### config.mk
export PLATFORM = sky130hd
export DESIGN_NAME = uart_tx_fifo
export DESIGN_NICKNAME = d
export VERILOG_FILES = /design/src/rtl/uart_tx_fifo.sv
export SDC_FILE = /design/constraint.sdc
export NUM_CORES = 1
export LEC_CHECK = 0
export CORE_MARGIN = 2
export CORE_UTILIZATION = 24
export CTS_BUF_LIST = sky130_fd_sc_hd__clkbuf_4 sky130_fd_sc_hd__clkbuf_8 sky130_fd_sc_hd__clkbuf_16
export DETAILED_ROUTE_END_ITERATION = 8
export PLACE_DENSITY_LB_ADDON = 0.1
export SLEW_MARGIN = 20
export SYNTH_ARGS = -nofsm -noshare
export SYNTH_HDL_FRONTEND = slang
export SYNTH_SLANG_ARGS = --single-unit
### constraint.sdc
create_clock -name clock -period 3.2 [get_ports clock]
set_input_delay 0.96 -clock clock [delete_from_list [all_inputs] [get_ports clock]]
set_output_delay 0.96 -clock clock [all_outputs]
set_load 0.02 [all_outputs]
### src/rtl/uart_tx_fifo.sv
// Byte FIFO feeding an 8N1 UART transmitter (LSB first, idle high).
// Define UART_TX_PARITY_EN to insert an even-parity bit between data and stop.
module uart_tx_fifo #(
   parameter int CLKS_PER_BIT = 4167,
   parameter int FIFO_DEPTH   = 4
) (
   input  logic                          clock,
   input  logic                          resetb,
   input  logic                          wr_valid,
   input  logic [7:0]                    wr_data,
   output logic                          wr_ready,
   output logic                          tx,
   output logic                          busy,
   output logic [$clog2(FIFO_DEPTH):0]   level,
   output logic                          overflow
);
   localparam int              AW       = $clog2(FIFO_DEPTH);
   localparam int              LW       = AW + 1;
   localparam logic [15:0]     BIT_LAST = 16'(CLKS_PER_BIT - 1);
   localparam logic [LW-1:0]   LVL_FULL = LW'(FIFO_DEPTH);

`ifdef UART_TX_PARITY_EN
   typedef enum logic [2:0] {S_IDLE, S_START, S_DATA, S_PARITY, S_STOP} state_t;
`else
   typedef enum logic [2:0] {S_IDLE, S_START, S_DATA, S_STOP} state_t;
`endif

   state_t          r_state, w_state_next;
   logic [7:0]      r_mem [FIFO_DEPTH];
   logic [AW-1:0]   r_wr_ptr, r_rd_ptr;
   logic [LW-1:0]   r_level;
   logic            r_overflow;
   logic            r_tx, w_tx_next;
   logic [15:0]     r_clk_cnt, w_cnt_next;
   logic [2:0]      r_bit_cnt, w_bit_next;
   logic [7:0]      r_shift;
`ifdef UART_TX_PARITY_EN
   logic            r_parity;
`endif
   logic            w_push, w_pop, w_shift_adv, w_bit_end, w_nonempty;
   logic [7:0]      w_head;

   // wr_ready depends only on registered occupancy, never on wr_valid
   assign wr_ready   = (r_level != LVL_FULL);
   assign w_push     = wr_valid & wr_ready & resetb;
   assign w_nonempty = (r_level != '0);
   assign w_bit_end  = (r_clk_cnt == BIT_LAST);
   assign w_head     = r_mem[r_rd_ptr];

   assign tx       = r_tx;
   assign level    = r_level;
   assign overflow = r_overflow;
   assign busy     = (r_state != S_IDLE) | w_nonempty;

   always_ff @(posedge clock) begin
      if (w_push) begin
         r_mem[r_wr_ptr] <= wr_data;
      end
   end

   always_comb begin
      w_state_next = r_state;
      w_pop        = 1'b0;
      w_tx_next    = r_tx;
      w_cnt_next   = r_clk_cnt + 16'd1;
      w_bit_next   = r_bit_cnt;
      w_shift_adv  = 1'b0;
      case (r_state)
         S_IDLE: begin
            w_cnt_next = '0;
            w_bit_next = '0;
            w_tx_next  = 1'b1;
            if (w_nonempty) begin
               w_pop        = 1'b1;
               w_state_next = S_START;
               w_tx_next    = 1'b0;
            end
         end
         S_START: begin
            if (w_bit_end) begin
               w_cnt_next   = '0;
               w_bit_next   = '0;
               w_state_next = S_DATA;
               w_tx_next    = r_shift[0];
            end
         end
         S_DATA: begin
            if (w_bit_end) begin
               w_cnt_next = '0;
               if (r_bit_cnt == 3'd7) begin
`ifdef UART_TX_PARITY_EN
                  w_state_next = S_PARITY;
                  w_tx_next    = r_parity;
`else
                  w_state_next = S_STOP;
                  w_tx_next    = 1'b1;
`endif
               end else begin
                  w_bit_next  = r_bit_cnt + 3'd1;
                  w_shift_adv = 1'b1;
                  w_tx_next   = r_shift[1];
               end
            end
         end
`ifdef UART_TX_PARITY_EN
         S_PARITY: begin
            if (w_bit_end) begin
               w_cnt_next   = '0;
               w_state_next = S_STOP;
               w_tx_next    = 1'b1;
            end
         end
`endif
         S_STOP: begin
            if (w_bit_end) begin
               w_cnt_next = '0;
               // chain straight into the next start bit when data is waiting
               if (w_nonempty) begin
                  w_pop        = 1'b1;
                  w_state_next = S_START;
                  w_tx_next    = 1'b0;
               end else begin
                  w_state_next = S_IDLE;
                  w_tx_next    = 1'b1;
               end
            end
         end
         default: begin
            w_state_next = S_IDLE;
            w_tx_next    = 1'b1;
            w_cnt_next   = '0;
         end
      endcase
   end

   always_ff @(posedge clock) begin
      if (!resetb) begin
         r_state    <= S_IDLE;
         r_tx       <= 1'b1;
         r_clk_cnt  <= '0;
         r_bit_cnt  <= '0;
         r_shift    <= '0;
`ifdef UART_TX_PARITY_EN
         r_parity   <= 1'b0;
`endif
         r_wr_ptr   <= '0;
         r_rd_ptr   <= '0;
         r_level    <= '0;
         r_overflow <= 1'b0;
      end else begin
         r_state   <= w_state_next;
         r_tx      <= w_tx_next;
         r_clk_cnt <= w_cnt_next;
         r_bit_cnt <= w_bit_next;
         if (w_pop) begin
            r_shift  <= w_head;
`ifdef UART_TX_PARITY_EN
            r_parity <= ^w_head;
`endif
            r_rd_ptr <= r_rd_ptr + AW'(1);
         end else if (w_shift_adv) begin
            r_shift <= {1'b0, r_shift[7:1]};
         end
         if (w_push) begin
            r_wr_ptr <= r_wr_ptr + AW'(1);
         end
         case ({w_push, w_pop})
            2'b10:   r_level <= r_level + LW'(1);
            2'b01:   r_level <= r_level - LW'(1);
            default: r_level <= r_level;
         endcase
         r_overflow <= r_overflow | (wr_valid & ~wr_ready);
      end
   end
endmodule

==> results of run 1 <==
==> registers in the layout, summed over array words and instances (netlist names), named ones only <==
name	cells
r_bit_cnt	3
level	3
r_shift	8
r_rd_ptr	2
r_wr_ptr	2
tx	1
r_mem	32
r_state	2
r_clk_cnt	16
overflow	1
==> cell type report <==
type	count	area [um^2]	share of cell area
Tap cell	172	215	0.0558
Clock inverter	6	58.8	0.0152
Sequential cell	72	1760	0.457
Timing Repair Buffer	26	238	0.0616
Clock buffer	10	233	0.0604
Multi-Input combinational cell	178	1290	0.335
Inverter	15	56.3	0.0146
==> worst max-delay path: stages, from the launching register on <==
cell     delay [ns]
dfxtp_1        0.33
inv_1          0.06
ha_1           0.14
or4bb_1        0.55
nor4_4         0.31
a21oi_1        0.13
inv_1          0.09
ha_1           0.17
inv_1          0.06
fa_1           0.38
xor2_1         0.16
or3_1          0.31
a21oi_1        0.14
==> routing by layer <==
layer | GRT usage | vias up | wire, um
met5 | 0 | - | 0
met4 | 0.0402 | 0 | 72
met3 | 0.0352 | 5 | 193
met2 | 0.151 | 26 | 2860
met1 | 0.121 | 950 | 3090
li1 | - | 1035 | -
==> placed cells by master, fill, tap and decap left out, types with 2 or more instances in the layout <==
cell type	count
nand4_1	3
nor3_1	3
clkbuf_16	9
mux2i_1	2
clkdlybuf4s50_1	17
dfxtp_1	40
o21a_1	2
nor3b_1	2
xor2_1	11
a21oi_1	11
or3_1	4
and3_1	2
edfxtp_1	32
o21ai_0	5
inv_1	14
buf_4	9
nor2_1	45
o31ai_1	5
a211oi_1	7
clkinv_1	3
nand2_1	16
o32ai_1	2
ha_1	13
xnor2_1	7
nand3_1	13
mux4_2	8
or4_4	2
==> cells by family after synthesis <==
group                      share of synthesized area
and+or+nand+nor                                0.159
DFF                                            0.560
AOI/OAI and AO/OA                             0.0807
buffers and inverters                         0.0294
xor gates and xnor gates                      0.0501
adders and majority gates                     0.0580
muxes                                         0.0636
==> cell usage after synthesis, types with 2 or more instances <==
cell type | instances | area [um^2]
and3_1 | 2 | 12.5
a21oi_1 | 11 | 55.1
xnor2_1 | 7 | 61.3
nor3b_1 | 2 | 15.0
o31ai_1 | 5 | 37.5
mux2i_1 | 2 | 20.0
or4_4 | 2 | 22.5
xor2_1 | 11 | 96.3
dfxtp_1 | 40 | 801
ha_1 | 13 | 163
inv_1 | 14 | 52.6
buf_2 | 2 | 10.0
a211oi_1 | 7 | 52.6
nor3_1 | 3 | 15.0
nor2_1 | 45 | 169
clkbuf_1 | 6 | 22.5
o21ai_0 | 5 | 25.0
or3_1 | 4 | 25.0
nand2_1 | 16 | 60.1
nand3_1 | 13 | 65.1
o21a_1 | 2 | 15.0
mux4_2 | 8 | 180
o32ai_1 | 2 | 17.5
edfxtp_1 | 32 | 961
nand4_1 | 3 | 18.8
==> power groups by stage <==
stage | clock, mW | sequential, mW | combinational, mW
5_1_grt | 1.06 | 1.19 | 1.17
2_1_floorplan | 0 | 1.18 | 0.745
3_3_place_gp | 0 | 1.19 | 1.05
6_report | 0.980 | 1.17 | 1.03
4_1_cts | 1.01 | 1.18 | 1.05
3_5_place_dp | 0 | 1.20 | 1.05
==> through the flow <==
step / cell area [um^2] / cells
floorplan: 3150 / 274
global placement: 3560 / 463
detailed placement: 3560 / 463
CTS: 3860 / 479
global route: 3860 / 479
finish: 3860 / 479
==> worst paths after layout <==
path	from	slack (ns)	endpoint
min	r_clk_cnt[0]	0.47	r_clk_cnt[0]
min reg2reg	r_clk_cnt[0]	0.47	r_clk_cnt[0]
max	r_clk_cnt[0]	0.31	level[2]
max reg2reg	r_clk_cnt[0]	0.31	level[2]
==> flow_summary.toml, run 1 <==
[power_and_ir_drop]
power_frac_clock = 0.308
p_switching_mw = 1.04
swShare = 0.327
combPwrFrac = 0.324
p_leak_nw = 1.32
ir_worst_vdd_v = 0.000294
seq_power_share = 0.368
p_int_mw = 2.14
power_density_nw_per_um2 = 826
power.total_mw = 3.19

[synthesis]
syn_area_per_cell_um2 = 11.5
synth_cells = 274
synth.distinct_cells = 42
synth_edf_count = 32
ys_ff_latch = 72
synth_flop_cell = "dfxtp_1"
synthArstFlopShare = 0
synthesis.area_um2 = 3150
syn_nets = 299
yosysSeqAreaShare = 0.560
synth_warnings = 0

[sta]
drv_slew = 0
fin_skew_ns = 0.00521
fin_ws_ns = 0.308
setup-violations-final = 0
min_period_ns = 2.89
hold_viol_final = 0
worstMarginPinSlew_ns = 0.574
rsz0062_at_grt = "no"
post-route-period-util = 0.904
max_slew_margin = 0.617
whs_ns = 0.466
tns_ns = 0
max_freq_ghz = 0.346

[finish]
syn_to_final_growth_pct = 22.5
num_antenna_cells = 0
drive_gt1_frac = 0.121
fill_cells = 1334
nNetsFinal = 327
final_util = 0.303

[place]
portBuffers = 17
place.gp.congestion = 0.701
hpwl_um = 4260
dp_slack_ns = 0.215

[clocking]
clk_latency_ns = 0.33
cts.htree.levels = 3
cts_sinks = 72
hold_buffers = 0
cts_made_buffers = 9
root_buffer = "clkbuf_16"
cts_buffer_depth = 2
cts_resized = 0
cts_tree = "built"
clk_pin_slew_worst_paths_ns = 0.06
post-cts-setup-buffers = 0

[floorplanning]
dieArea_um2 = 14000
placementRows = 41
core-area_um2 = 12700
ios = 18
die_x_um = 119
die_y_um = 119
initial_core_util = 0.247

[drt]
vias = 2016
drtPass1Iterations = 4
drc_errors = 0
viasPerCell = 4.21
routed_wl_um = 6220
drtAntennaViolNets = 0
drt-initial-drc-count = 94
wire_per_inst_um = 13.0

[worst_setup_path]
critPathArrivalTime_ns = 3.15
criticalPathCategory = "reg -> reg"
cp-end-kind = "register"
crit_fanout = 4
startpoint_type = "register"
crit_required_ns = 3.46
r2r_cells = 12

[global_route]
grt_pass1_vias = 2043
grtUsageTotal = 0.0967
grt-ovfl-total = 0
antenna_found_initial = 0
grt_max_degree = 17
grt_pass1_wl_um = 10400

[hold_path]
hold_path_depth = 1
hp-class = "reg -> reg"

[outcome]
status = "finished clean"

[job]
drv_cap = 0
Power figures use the tool's default switching activity.
==> inputs of run 2 (changes only) <==
==> constraint.sdc (replaced) <==
create_clock -name clock -period 3.7 [get_ports clock]
set_input_delay 1.11 -clock clock [delete_from_list [all_inputs] [get_ports clock]]
set_output_delay 1.11 -clock clock [all_outputs]
set_load 0.02 [all_outputs]
==> run 2 against run 1 <==
Combinational power down 13%. Clock-buffer cell count unchanged. Clock power down 21%. Critical endpoint unchanged.
==> flow_summary.toml, run 2 (synthesis gave the netlist of run 1 again) <==
[outcome]
status = "finished clean"

[worst_setup_path]
crit_fanout = 7
r2r_start = "r_clk_cnt[0]"
crit_top_cell = "inv_1"
path_cells = "inv_1 -> ha_1 -> or4bb_1 -> nor4_4 -> buf_4 -> a21oi_1 -> inv_1 -> ha_1 -> inv_1 -> fa_1 -> xor2_1 -> or3_1 -> a21oi_1"
r2r_cells = 13
slowest_stage = "or4bb_1"
cp-end-kind = "register"
max_stage_delay_ns = 0.55
crit_path_end = "level[2]"
criticalPathCategory = "reg -> reg"
r2r_end = "level[2]"
cp_num_cells = 13
critPathArrivalTime_ns = 3.24
rrSetupSlack_ns = 0.73
crit_required_ns = 3.97
crit_buf_inv = 4
crit_path_start = "r_clk_cnt[0]"
critical-path-top-delay-family = "simple AND/OR/NAND/NOR gates"
startpoint_type = "register"

[floorplanning]
placementRows = 41
ios = 18
die_x_um = 119
initial_core_util = 0.247
dieArea_um2 = 14000
die_y_um = 119
core-area_um2 = 12700

[clocking]
post-cts-setup-buffers = 0
cts_sinks = 72
root_buffer = "clkbuf_16"
cts_tree = "built"
cts_made_buffers = 9
hold_buffers = 0
cts_buffer_depth = 2
clk_pin_slew_worst_paths_ns = 0.05
clk_latency_ns = 0.33
cts.htree.levels = 3
cts_resized = 0

[power_and_ir_drop]
seq_power_share = 0.377
p_int_mw = 1.79
combPwrFrac = 0.334
power.total_mw = 2.69
p_leak_nw = 1.31
swShare = 0.336
power_frac_clock = 0.289
power_density_nw_per_um2 = 702
ir_worst_vdd_v = 0.000262
p_switching_mw = 0.905

[sta]
post-route-period-util = 0.803
min_period_ns = 2.97
worstMarginPinSlew_ns = 0.586
setup-violations-final = 0
tns_ns = 0
max_slew_margin = 0.609
max_freq_ghz = 0.337
hold_viol_final = 0
fin_skew_ns = 0.00416
rsz0062_at_grt = "no"
drv_slew = 0
whs_ns = 0.468

[hold_path]
hold_start = "r_clk_cnt[0]"
hp-class = "reg -> reg"
hold_path_depth = 1

[place]
hpwl_um = 4280
portBuffers = 17
dp_cells = 463
place.gp.congestion = 0.703
placed_area_um2 = 3560

[finish]
fill_cells = 1360
num_antenna_cells = 0
top_register = "r_mem"
drive_gt1_frac = 0.127
largest_reg_flops = 32
final_common_cell = "nor2_1"
stdcell_count = 479
fin_area_um2 = 3830
final_cell_mix = "nor2_1 (45), dfxtp_1 (40), edfxtp_1 (32)"
nNetsFinal = 327
syn_to_final_growth_pct = 21.8
reg_top3 = "r_mem x32, r_clk_cnt x16, r_shift x8"

[global_route]
grt_pass1_wl_um = 10200
grt_pass1_vias = 2001
grtUsageTotal = 0.0970
met3_usage = 0.0439
grt_max_degree = 17
antenna_found_initial = 0
grt-ovfl-total = 0
top_usage_layer = "met2"
met2_usage = 0.147
grtUsageMet1 = 0.120

[job]
drv_cap = 0

[drt]
viasPerCell = 4.22
routed_wl_um = 6270
drtAntennaViolNets = 0
drc_errors = 0
wire_per_inst_um = 13.1
vias = 2021
drtPass1Iterations = 4
drt-initial-drc-count = 115
==> run 2: changes by cell type in the layout (fill, tap and decap cells not counted), sizes merged <==
cell	delta
bufinv	-1
clkinvlp	-1
clkinv	+3
inv	-1
==> run 2: worst min-delay path by stage <==
stage	slack, ns	to
2_1_floorplan	0.43	r_clk_cnt[0]
3_3_place_gp	0.45	r_clk_cnt[0]
3_5_place_dp	0.46	r_clk_cnt[0]
4_1_cts	0.47	r_clk_cnt[0]
5_1_grt	0.49	r_clk_cnt[0]
6_report	0.47	r_clk_cnt[0]
==> run 2: worst reg2reg max path, delay by kind of cell (launching register included) <==
kind	cells	cell delay, ns
AND/OR/NAND/NOR	3	1.12
AO/OA/AOI/OAI	2	0.23
flip-flops	1	0.33
buffers and inverters	4	0.38
adder cells (fa/ha/maj)	3	0.68
XOR/XNOR	1	0.16
==> run 2: final cells by class <==
type	instances	area [um^2]	area share
Inverter	15	56.3	0.0147
Clock inverter	6	37.5	0.00979
Tap cell	172	215	0.0561
Clock buffer	10	233	0.0607
Timing Repair Buffer	26	238	0.0620
Multi-Input combinational cell	178	1290	0.337
Sequential cell	72	1760	0.459
==> run 2: layer usage <==
metal,vias up,part of all wire
li1,1035,-
met1,955,0.49
met2,26,0.45
met3,5,0.047
met4,0,0.012
met5,-,0
==> run 2: power groups by stage <==
stage	clock network, mW	logic [mW]	registers, mW
CTS	0.814	0.916	1.02
global placement	0	0.917	1.03
global route	0.851	1.01	1.03
floorplan	0	0.644	1.02
finish	0.778	0.898	1.01
detailed placement	0	0.909	1.03
==> run 2: metrics by stage <==
stage                     utilization  worst slack, ns
after floorplan                     -            0.656
after global placement          0.280            0.663
after detailed placement        0.280            0.592
after CTS                       0.301            0.682
after global routing            0.301            0.536
final                           0.301            0.729
